File: config.mk
export PLATFORM = sky130hd
export DESIGN_NAME = sr_lock_arbiter
export DESIGN_NICKNAME = d
export VERILOG_FILES = /design/src/rtl/sr_lock_pkg.sv /design/src/rtl/sr_lock_arbiter_picker.sv /design/src/rtl/sr_lock_arbiter.sv
export SDC_FILE = /design/constraint.sdc
export NUM_CORES = 1
export LEC_CHECK = 0
export ABC_AREA = 0
export BUFFER_PORTS_ARGS = -buffer_cell sky130_fd_sc_hd__buf_2
export CORE_ASPECT_RATIO = 1.75
export CORE_MARGIN = 3
export CORE_UTILIZATION = 25
export DETAILED_ROUTE_END_ITERATION = 10
export GPL_ROUTABILITY_DRIVEN = 1
export PLACE_DENSITY = 0.44
export SLEW_MARGIN = 5
export SYNTH_ARGS = -nofsm -noshare
export SYNTH_HDL_FRONTEND = slang
export SYNTH_SLANG_ARGS = --single-unit
File: constraint.sdc
create_clock -name clk -period 1.55 [get_ports clk]
set_input_delay 0.3875 -clock clk [delete_from_list [all_inputs] [get_ports clk]]
set_output_delay 0.3875 -clock clk [all_outputs]
set_load 0.005 [all_outputs]
File: src/rtl/sr_lock_pkg.sv
// sr_lock_pkg: shared types and constants for the sr_lock_arbiter block.
// The optional hold-timeout feature is enabled with the SR_LOCK_TIMEOUT_EN macro.
package sr_lock_pkg;

    // Lock FSM states; encoding is fixed so debug tooling can decode it.
    typedef enum logic [1:0] {
        IDLE    = 2'd0,
        LOCKED  = 2'd1,
        HOLDOFF = 2'd2
    } state_t;

    // Default number of requesters.
    localparam int N_REQ_DEFAULT   = 4;

    // Default maximum number of cycles one owner may hold the lock.
    localparam int TIMEOUT_DEFAULT = 16;

    // Width of the hold counter; bounds the largest usable TIMEOUT.
    localparam int CNT_W           = 8;

endpackage : sr_lock_pkg

File: src/rtl/sr_lock_arbiter_picker.sv
// rr_priority_picker: purely combinational round-robin selector.
// The search starts at rr_ptr, wraps modulo N_REQ, and the first set req bit
// wins. Implemented as "lowest set bit at or above rr_ptr, else lowest set bit
// overall", which is equivalent to a rotating search without variable rotates.
module rr_priority_picker #(
    parameter int N_REQ = 4
) (
    input  logic [N_REQ-1:0]         req,
    input  logic [$clog2(N_REQ)-1:0] rr_ptr,
    output logic [N_REQ-1:0]         winner,
    output logic                     valid
);

    logic [N_REQ-1:0] w_upper;
    logic [N_REQ-1:0] w_upper_pick;
    logic [N_REQ-1:0] w_lower_pick;

    // Returns a one-hot vector marking the lowest set bit of v (zero if none).
    function automatic logic [N_REQ-1:0] lowest_set(input logic [N_REQ-1:0] v);
        logic [N_REQ-1:0] r;
        logic             f;
        r = '0;
        f = 1'b0;
        for (int i = 0; i < N_REQ; i++) begin
            if (v[i] && !f) begin
                r[i] = 1'b1;
                f    = 1'b1;
            end
        end
        return r;
    endfunction

    // Keep only requests at or above the round-robin pointer.
    always_comb begin
        w_upper = '0;
        for (int i = 0; i < N_REQ; i++) begin
            w_upper[i] = req[i] && (i >= int'(rr_ptr));
        end
    end

    assign w_upper_pick = lowest_set(w_upper);
    assign w_lower_pick = lowest_set(req);

    // Upper half wins if populated; otherwise the search has wrapped.
    assign winner = (|w_upper) ? w_upper_pick : w_lower_pick;
    assign valid  = |req;

endmodule : rr_priority_picker

File: src/rtl/sr_lock_arbiter.sv
// sr_lock_arbiter: round-robin mutual-exclusion lock with a one-cycle holdoff
// after every release. All outputs come straight from registers.
// Define SR_LOCK_TIMEOUT_EN to add an 8-bit hold counter that forces release
// after TIMEOUT cycles and pulses timeout_err; without it timeout_err is 0.
//
// Request/release semantics: req is a level held by a requester that wants
// the lock; the grant arrives one cycle after req is seen in IDLE. rel is a
// one-cycle strobe honoured only from the current owner; release beats a
// simultaneous req from that owner. No preemption while LOCKED.
module sr_lock_arbiter
    import sr_lock_pkg::*;
#(
    parameter int N_REQ   = N_REQ_DEFAULT,
    parameter int TIMEOUT = TIMEOUT_DEFAULT
) (
    input  logic                     clk,
    input  logic                     rst_n,
    input  logic [N_REQ-1:0]         req,
    input  logic [N_REQ-1:0]         rel,
    output logic [N_REQ-1:0]         grant,
    output logic [$clog2(N_REQ)-1:0] owner,
    output logic                     q,
    output logic                     qbar,
    output logic                     timeout_err,
    output state_t                   dbg_state,
    output logic [$clog2(N_REQ)-1:0] dbg_rr_ptr
);

    localparam int PTR_W = $clog2(N_REQ);

    // Reject parameter values outside the supported range at elaboration.
    if (N_REQ < 2 || N_REQ > 8 || TIMEOUT < 2 || TIMEOUT > ((1 << CNT_W) - 1)) begin : g_bad_param
        $error("sr_lock_arbiter: N_REQ must be 2..8 and TIMEOUT 2..255");
    end

    state_t             r_state;
    state_t             w_state_nxt;
    logic [N_REQ-1:0]   r_grant;
    logic [N_REQ-1:0]   w_grant_nxt;
    logic [PTR_W-1:0]   r_owner;
    logic [PTR_W-1:0]   w_owner_nxt;
    logic               r_q;
    logic               w_q_nxt;
    logic               r_qbar;
    logic               r_timeout_err;
    logic               w_timeout_err_nxt;
    logic [PTR_W-1:0]   r_rr_ptr;
    logic [PTR_W-1:0]   w_rr_ptr_nxt;

    logic [N_REQ-1:0]   w_winner;
    logic               w_win_valid;
    logic [PTR_W-1:0]   w_win_idx;
    logic [PTR_W-1:0]   w_win_idx_inc;

`ifdef SR_LOCK_TIMEOUT_EN
    logic [CNT_W-1:0]   r_hold_cnt;
    logic [CNT_W-1:0]   w_hold_cnt_nxt;
`endif

    rr_priority_picker #(
        .N_REQ (N_REQ)
    ) u_picker (
        .req    (req),
        .rr_ptr (r_rr_ptr),
        .winner (w_winner),
        .valid  (w_win_valid)
    );

    // Convert the one-hot winner into an index for owner and rr_ptr.
    always_comb begin
        w_win_idx = '0;
        for (int i = 0; i < N_REQ; i++) begin
            if (w_winner[i]) begin
                w_win_idx = PTR_W'(i);
            end
        end
    end

    // Pointer moves one past the winner, wrapping at N_REQ-1.
    assign w_win_idx_inc = (w_win_idx == PTR_W'(N_REQ - 1)) ? '0 : (w_win_idx + 1'b1);

    // Next-state and next-output logic for the lock FSM.
    always_comb begin
        w_state_nxt       = r_state;
        w_grant_nxt       = r_grant;
        w_owner_nxt       = r_owner;
        w_q_nxt           = r_q;
        w_rr_ptr_nxt      = r_rr_ptr;
        w_timeout_err_nxt = 1'b0;
`ifdef SR_LOCK_TIMEOUT_EN
        w_hold_cnt_nxt    = r_hold_cnt;
`endif
        case (r_state)
            IDLE: begin
                if (w_win_valid) begin
                    w_state_nxt    = LOCKED;
                    w_grant_nxt    = w_winner;
                    w_owner_nxt    = w_win_idx;
                    w_q_nxt        = 1'b1;
                    w_rr_ptr_nxt   = w_win_idx_inc;
`ifdef SR_LOCK_TIMEOUT_EN
                    w_hold_cnt_nxt = '0;
`endif
                end else begin
                    w_grant_nxt = '0;
                    w_owner_nxt = '0;
                    w_q_nxt     = 1'b0;
                end
            end
            LOCKED: begin
                if (rel[r_owner]) begin
                    // Owner release; takes priority over a timeout on the same cycle.
                    w_state_nxt = HOLDOFF;
                    w_grant_nxt = '0;
                    w_owner_nxt = '0;
                    w_q_nxt     = 1'b0;
`ifdef SR_LOCK_TIMEOUT_EN
                    w_hold_cnt_nxt = '0;
                end else if (r_hold_cnt == CNT_W'(TIMEOUT - 1)) begin
                    // Owner held too long: force the lock open and flag it.
                    w_state_nxt       = HOLDOFF;
                    w_grant_nxt       = '0;
                    w_owner_nxt       = '0;
                    w_q_nxt           = 1'b0;
                    w_timeout_err_nxt = 1'b1;
                    w_hold_cnt_nxt    = '0;
                end else begin
                    w_hold_cnt_nxt = r_hold_cnt + 1'b1;
`endif
                end
            end
            HOLDOFF: begin
                // One dead cycle so a releasing owner cannot instantly re-win.
                w_state_nxt = IDLE;
                w_grant_nxt = '0;
                w_owner_nxt = '0;
                w_q_nxt     = 1'b0;
            end
            default: begin
                w_state_nxt = IDLE;
                w_grant_nxt = '0;
                w_owner_nxt = '0;
                w_q_nxt     = 1'b0;
            end
        endcase
    end

    // FSM state register.
    always_ff @(posedge clk) begin
        if (!rst_n) begin
            r_state <= IDLE;
        end else begin
            r_state <= w_state_nxt;
        end
    end

    // Registered outputs and arbitration pointer; qbar is stored, not derived.
    always_ff @(posedge clk) begin
        if (!rst_n) begin
            r_grant       <= '0;
            r_owner       <= '0;
            r_q           <= 1'b0;
            r_qbar        <= 1'b1;
            r_timeout_err <= 1'b0;
            r_rr_ptr      <= '0;
        end else begin
            r_grant       <= w_grant_nxt;
            r_owner       <= w_owner_nxt;
            r_q           <= w_q_nxt;
            r_qbar        <= ~w_q_nxt;
            r_timeout_err <= w_timeout_err_nxt;
            r_rr_ptr      <= w_rr_ptr_nxt;
        end
    end

`ifdef SR_LOCK_TIMEOUT_EN
    // Hold counter: cleared on lock entry, counts LOCKED cycles.
    always_ff @(posedge clk) begin
        if (!rst_n) begin
            r_hold_cnt <= '0;
        end else begin
            r_hold_cnt <= w_hold_cnt_nxt;
        end
    end
`endif

    assign grant       = r_grant;
    assign owner       = r_owner;
    assign q           = r_q;
    assign qbar        = r_qbar;
    assign timeout_err = r_timeout_err;
    assign dbg_state   = r_state;
    assign dbg_rr_ptr  = r_rr_ptr;

endmodule : sr_lock_arbiter

==> flow_summary.rst, run 1 <==
.. list-table::
   :header-rows: 1

   * - Metric
     - Value
   * - Result of the run
     - finished, final reports clean
   * - Hold Vio Cnt, Final
     - 0
   * - Layout net count
     - 112
   * - Post-DR vias/cell
     - 5.17
   * - Drt drc
     - 0
   * - Endpoint required time on the critical path
     - 1.73 ns
   * - Net count after synthesis
     - 87
   * - I/O pins
     - 23
   * - Number of distinct library cells after synthesis
     - 40
   * - Largest family of logic cells by synthesized area
     - compound AO/OA/AOI/OAI gates
   * - Simple-gate share of the synthesized area
     - 0.245
   * - Core region area
     - 2550 um2
   * - Number of nets with antenna violations after routing
     - 0
   * - Maximum number of pins on one net before global-route repair
     - 14
   * - Share of layout cells above drive strength 1
     - 0.356
   * - Die height
     - 75.2 um
   * - Count of cells along the worst hold path
     - 1
   * - Number of input and output port buffers inserted
     - 21
   * - Clock insertion delay at the later pin of the skew report
     - 0.24 ns
   * - Total half-perimeter wirelength after legalization and detailed placement
     - 1420 um
   * - Adder and majority cell fraction of the synthesized area
     - 0
   * - Post-synth design cell area
     - 683 um2
   * - Area of the die
     - 3420 um2
   * - Final-report setup violation count
     - 0
   * - Chain of cells forming the critical path
     - mux2i_1, mux2i_4, nor3b_4, a32o_2
   * - Clock tree from TritonCTS
     - yes
   * - Power per standard cell area
     - 1110 nW/um2
   * - Max-cap violations
     - 0
   * - Seq/Total Area, Yosys
     - 0.352
   * - Mux contribution to synthesized area
     - 0.0678
   * - Total routing resource utilization after global routing
     - 0.113
   * - Top cells by area in the synthesized netlist
     - sky130_fd_sc_hd__dfxtp_1 (35%), sky130_fd_sc_hd__mux2i_4 (3.3%), sky130_fd_sc_hd__a21oi_1 (2.9%)
   * - First-pass GRT wire length
     - 2790 um
   * - Achievable clock frequency
     - 692 MHz
   * - Row count
     - 24
   * - Number of cells on the worst reg-to-reg path
     - 4
   * - Leakage
     - 0.385 nW
   * - Share of the clock period used by the worst path after layout
     - 0.933
   * - Clock slew at reported path FFs
     - 0.05 ns
   * - Setup repair after global routing missed its margin
     - false
   * - Antenna violations before repair
     - 0
   * - Compound-gate portion of the synthesized area
     - 0.284
   * - Level count of the clock H-tree
     - 1
   * - Total routed wirelength
     - 1740 um
   * - Aggregate global routing overflow
     - 0
   * - Worst Path Max Fanout
     - 5
   * - Antenna cells
     - 0
   * - Setup Crit Path Kind
     - flop to flop
   * - Largest area contributor in the netlist
     - sky130_fd_sc_hd__dfxtp_1
   * - YS warnings
     - 0
   * - Crit path max-delay cell type
     - sky130_fd_sc_hd__dfxtp_1
   * - Sink Count
     - 12
   * - Final Skew
     - 0.00146 ns
   * - Seq cells post-synth
     - 12
   * - Number of cells produced by synthesis
     - 77
   * - Yosys top cell area share
     - 0.352
   * - Area Growth Syn to Fin
     - 28.6%
   * - Length of the first detailed-routing pass in iterations
     - 4
   * - Resize count post-CTS
     - 0
   * - Gp weighted congestion
     - 0.756
   * - CP Buf/Inv Count
     - 0
   * - Die W
     - 45.5 um
   * - Delay of the slowest critical-path stage
     - 0.40 ns
   * - Post-Synth XOR/XNOR Area
     - 0
   * - Minimum clock period after layout
     - 1.45 ns
   * - Startpoint class of the critical path
     - flop
   * - Number of clock buffers inserted by TritonCTS
     - 3
   * - Starting DRT DRC Count
     - 14
   * - Buffer depth of the longest clock path
     - 2
   * - Worst min-delay path class
     - flop to flop
   * - Total power
     - 0.000974 W
   * - Mean area per synthesized cell
     - 8.87 um2
   * - Worst vdd ir
     - 407 uV
   * - Routed via count
     - 656
   * - Slew Viols, Final
     - 0
   * - Crit path depth
     - 4
   * - CP Capture Type
     - flop
   * - Total Neg Setup Slack
     - 0 ns
   * - Per-cell routed wire length
     - 13.7 um
   * - Setup bufs post-CTS
     - 0
   * - Arr. time, crit path
     - 1.63 ns
   * - Buffer cell driving the clock tree root
     - sky130_fd_sc_hd__clkbuf_8
   * - Starting utilization of the core area
     - 0.268
   * - Via count of the first global-routing pass
     - 635
   * - Cell family with most CP delay
     - multiplexers
   * - Number of buffers added to fix hold violations after cts
     - 0
-- layout by cell type, fill, tap and decap left out, types with 2 or more instances in the layout --
cell type	count
sky130_fd_sc_hd__a21oi_1	4
sky130_fd_sc_hd__nand2_1	3
sky130_fd_sc_hd__o21ai_0	4
sky130_fd_sc_hd__dfxtp_1	12
sky130_fd_sc_hd__nand2b_1	3
sky130_fd_sc_hd__a31oi_1	3
sky130_fd_sc_hd__nor4_1	2
sky130_fd_sc_hd__nor2_1	5
sky130_fd_sc_hd__nand4_1	2
sky130_fd_sc_hd__buf_2	21
sky130_fd_sc_hd__o21bai_1	2
sky130_fd_sc_hd__clkbuf_8	4
sky130_fd_sc_hd__o211ai_1	2
sky130_fd_sc_hd__o21a_1	2
sky130_fd_sc_hd__buf_4	4
sky130_fd_sc_hd__nor2b_1	3
-- stage by stage --
| stage | hold WS [ns] | utilization | setup slack, ns | instances | instance area (um2) |
|---|---|---|---|---|---|
| 3_5_place_dp | 0.483 | 0.323 | 0.0575 | 123 | 823 |
| 6_report | 0.483 | 0.344 | 0.104 | 127 | 878 |
| 2_1_floorplan | 0.455 | - | 0.244 | 77 | 683 |
| 3_3_place_gp | 0.461 | 0.323 | 0.0972 | 123 | 823 |
| 5_1_grt | 0.491 | 0.344 | 0.00327 | 127 | 878 |
| 4_1_cts | 0.479 | 0.344 | 0.0610 | 127 | 878 |
-- cell type report --
class	instances	area, um2
tap	26	32.5
timing repair buffer	25	135
clock buffer	4	55.1
sequential	12	240
inverter	1	3.75
fill	263	1670
multi-input combinational	59	412
-- cells in the mapped netlist (all sizes together) --
| cell | instances |
|---|---|
| buf | 5 |
| dfxtp | 12 |
| o211a | 1 |
| nand2b | 3 |
| mux2i | 3 |
| a31oi | 3 |
| o21a | 2 |
| a2bb2o | 1 |
| nor4 | 2 |
| and3 | 2 |
| o2111ai | 1 |
| o31ai | 1 |
| nor3 | 1 |
| nand4 | 2 |
| a21o | 1 |
| a31o | 1 |
| nand2 | 3 |
| o211ai | 2 |
| nand3b | 1 |
| o22ai | 1 |
| o21ba | 1 |
| inv | 1 |
| a32o | 1 |
| conb | 1 |
| o21ai | 4 |
| o22a | 1 |
| a21oi | 4 |
| and2 | 2 |
| or2 | 2 |
| o21bai | 2 |
| nor2b | 3 |
| nand3 | 1 |
| nor2 | 5 |
| nor3b | 1 |
-- worst register-to-register path, cell delays in order, from the launching register on --
cell                      delay, ns
sky130_fd_sc_hd__dfxtp_1       0.40
sky130_fd_sc_hd__mux2i_1       0.33
sky130_fd_sc_hd__mux2i_4       0.15
sky130_fd_sc_hd__nor3b_4       0.30
sky130_fd_sc_hd__a32o_2        0.20
-- path summary, 6_finish.rpt --
kind / start / end / slack (ns)
max: owner[0]$_SDFFE_PN0P_ / grant[0]$_SDFFE_PN0P_ / 0.10
min: q$_SDFF_PN0_ / qbar$_SDFF_PN1_ / 0.48
max reg2reg: owner[0]$_SDFFE_PN0P_ / grant[0]$_SDFFE_PN0P_ / 0.10
min reg2reg: q$_SDFF_PN0_ / qbar$_SDFF_PN1_ / 0.48
-- power by group --
part | total, W | internal (W) | switching, W | leakage, nW
Combinational | 0.000243 | 0.000126 | 0.000118 | 0.257
Clock | 0.000339 | 0.000224 | 0.000114 | 0.0288
Sequential | 0.000392 | 0.000345 | 0.0000477 | 0.0990
-- state kept, by name (all words and copies together) (netlist names) --
| signal | count |
|---|---|
| grant | 4 |
| dbg_rr_ptr | 2 |
| dbg_state | 2 |
| owner | 2 |
| q | 1 |
| qbar | 1 |
-- cells by family (layout without fill, tap and decap cells) --
group / count (synthesis) / count (layout)
other: 1 / 1
muxes: 3 / 3
buffers and inverters: 6 / 30
and+or+nand+nor: 28 / 28
AOI/OAI and AO/OA: 27 / 27
DFF: 12 / 12
-- routing by layer --
| layer | share of wire | GRT usage | up-vias | wire length [um] |
|---|---|---|---|---|
| li1 | - | - | 331 | - |
| met1 | 0.40 | 0.114 | 299 | 692 |
| met2 | 0.52 | 0.191 | 20 | 911 |
| met3 | 0.046 | 0.0215 | 6 | 81 |
| met4 | 0.033 | 0.0912 | 0 | 57 |
| met5 | 0 | 0 | - | 0 |
(Power assumes the default switching activity.)
==> run 2: changes to the inputs <==
- RECOVER_POWER: default -> 100
==> flow_summary.rst, run 2 (synthesis results as in run 1) <==
.. list-table::
   :header-rows: 1

   * - Metric
     - Value
   * - Worst Path Max Fanout
     - 5
   * - Hold Vio Cnt, Final
     - 0
   * - Clock slew at reported path FFs
     - 0.05 ns
   * - Row count
     - 24
   * - First-pass GRT wire length
     - 2790 um
   * - Antenna cells
     - 0
   * - Worst min-delay path class
     - primary input to flop
   * - Setup bufs post-CTS
     - 0
   * - Crit path max-delay cell type
     - sky130_fd_sc_hd__dfxtp_1
   * - Setup repair after global routing missed its margin
     - false
   * - Number of buffers added to fix hold violations after cts
     - 0
   * - Total Neg Setup Slack
     - 0 ns
   * - Resize count post-CTS
     - 0
   * - Drt drc
     - 0
   * - Delay of the slowest critical-path stage
     - 0.40 ns
   * - Level count of the clock H-tree
     - 1
   * - Sink Count
     - 12
   * - Share of layout cells above drive strength 1
     - 0.317
   * - Share of the clock period used by the worst path after layout
     - 0.934
   * - Max-cap violations
     - 0
   * - Layout net count
     - 112
   * - Core region area
     - 2550 um2
   * - Final Skew
     - 0.00146 ns
   * - Die height
     - 75.2 um
   * - Buffer cell driving the clock tree root
     - sky130_fd_sc_hd__clkbuf_8
   * - Met3 track demand over resource in global routing
     - 0.0215
   * - Clock group share of total power
     - 0.348
   * - Maximum number of pins on one net before global-route repair
     - 14
   * - Final-report setup violation count
     - 0
   * - Total routing resource utilization after global routing
     - 0.113
   * - Cell family with most CP delay
     - multiplexers
   * - CP Capture Type
     - flop
   * - Chain of cells forming the critical path
     - mux2i_1, mux2i_4, nor3b_4, a31oi_1
   * - Die W
     - 45.5 um
   * - Endpoint required time on the critical path
     - 1.66 ns
   * - Number of fillers in the final layout
     - 264
   * - Gp weighted congestion
     - 0.756
   * - Number of input and output port buffers inserted
     - 21
   * - Starting DRT DRC Count
     - 14
   * - Antenna violations before repair
     - 0
   * - CP Buf/Inv Count
     - 0
   * - Power per standard cell area
     - 1110 nW/um2
   * - Number of flip-flops in the largest register
     - 4
   * - Starting utilization of the core area
     - 0.268
   * - Most common library cell in the layout ignoring fill and taps
     - sky130_fd_sc_hd__buf_2
   * - Switching pwr
     - 0.000280 W
   * - Total power
     - 0.000972 W
   * - Leakage
     - 0.370 nW
   * - Via count of the first global-routing pass
     - 635
   * - Startpoint class of the critical path
     - flop
   * - Result of the run
     - finished, final reports clean
   * - Internal power component
     - 0.000692 W
   * - Sw Share
     - 0.288
   * - Worst vdd ir
     - 407 uV
   * - Buffer depth of the longest clock path
     - 2
   * - Routed via count
     - 656
   * - FF/Latch Area
     - 240 um2
   * - Length of the first detailed-routing pass in iterations
     - 4
   * - Minimum clock period after layout
     - 1.45 ns
   * - Slew Viols, Final
     - 0
   * - Achievable clock frequency
     - 691 MHz
   * - Area Growth Syn to Fin
     - 27.8%
   * - Total routed wirelength
     - 1740 um
   * - Aggregate global routing overflow
     - 0
   * - Number of clock buffers inserted by TritonCTS
     - 3
   * - Post-DR vias/cell
     - 5.17
   * - Clock insertion delay at the later pin of the skew report
     - 0.24 ns
   * - Setup Crit Path Kind
     - flop to flop
   * - Met2 Track Usage GR
     - 0.191
   * - Area of the die
     - 3420 um2
   * - Total half-perimeter wirelength after legalization and detailed placement
     - 1420 um
   * - Arr. time, crit path
     - 1.55 ns
   * - Share of power burned in registers
     - 0.404
   * - Area occupied by multi-input gates
     - 412 um2
   * - Per-cell routed wire length
     - 13.7 um
   * - Commonest non-fill, non-tap cells in the layout
     - sky130_fd_sc_hd__buf_2 (17), sky130_fd_sc_hd__dfxtp_1 (12), sky130_fd_sc_hd__nor2_1 (5)
   * - Met1 track demand over resource in global routing
     - 0.114
   * - Most congested layer reported by global routing
     - met2
   * - Fraction of power consumed by combinational cells
     - 0.248
   * - I/O pins
     - 23
   * - Clock tree from TritonCTS
     - yes
   * - Number of nets with antenna violations after routing
     - 0
run 2: cell count changes in the layout (fill, tap and decap cells not counted), sizes merged:
| cell | previous run | this run |
|---|---|---|
| buf | 25 | 21 |
| clkbuf | 4 | 8 |
run 2: worst paths after layout:
| path | to | slack [ns] | start | depth (start not counted) |
|---|---|---|---|---|
| worst max-delay path | qbar$_SDFF_PN1_ | 0.10 | owner[0]$_SDFFE_PN0P_ | 4 |
| worst min-delay path | dbg_rr_ptr[0]$_SDFFE_PN0P_ | 0.48 | rst_n | 2 |
| worst max register to register | qbar$_SDFF_PN1_ | 0.10 | owner[0]$_SDFFE_PN0P_ | 4 |
| worst min register to register | qbar$_SDFF_PN1_ | 0.49 | q$_SDFF_PN0_ | 1 |
run 2: layout make-up:
| cell class | count | area share |
|---|---|---|
| Clock buffer | 4 | 0.0630 |
| Inverter | 1 | 0.00430 |
| Multi-Input combinational cell | 59 | 0.471 |
| Sequential cell | 12 | 0.275 |
| Tap cell | 26 | 0.0372 |
| Timing Repair Buffer | 25 | 0.149 |
run 2: metrics by stage:
| step | std cells | setup WS, ns | hold WS (ns) | utilization | instance area (um2) |
|---|---|---|---|---|---|
| 6_report | 127 | 0.103 | 0.485 | 0.342 | 873 |
| 5_1_grt | 127 | 0.00327 | 0.491 | 0.342 | 873 |
| 4_1_cts | 127 | 0.0610 | 0.479 | 0.344 | 878 |
| 3_5_place_dp | 123 | 0.0575 | 0.483 | 0.323 | 823 |
| 3_3_place_gp | 123 | 0.0972 | 0.461 | 0.323 | 823 |
| 2_1_floorplan | 77 | 0.244 | 0.455 | - | 683 |
run 2: per-layer routing:
metal	vias to the layer above	share of wire
li1	331	-
met1	299	0.40
met2	20	0.52
met3	6	0.046
met4	0	0.033
met5	-	0
run 2: power by group through the flow:
stage / clock [W] / combinational, W / sequential (W)
after floorplan: 0 / 0.000168 / 0.000386
after global placement: 0 / 0.000246 / 0.000400
after detailed placement: 0 / 0.000246 / 0.000400
after CTS: 0.000350 / 0.000247 / 0.000393
after global routing: 0.000363 / 0.000268 / 0.000400
final: 0.000339 / 0.000241 / 0.000393
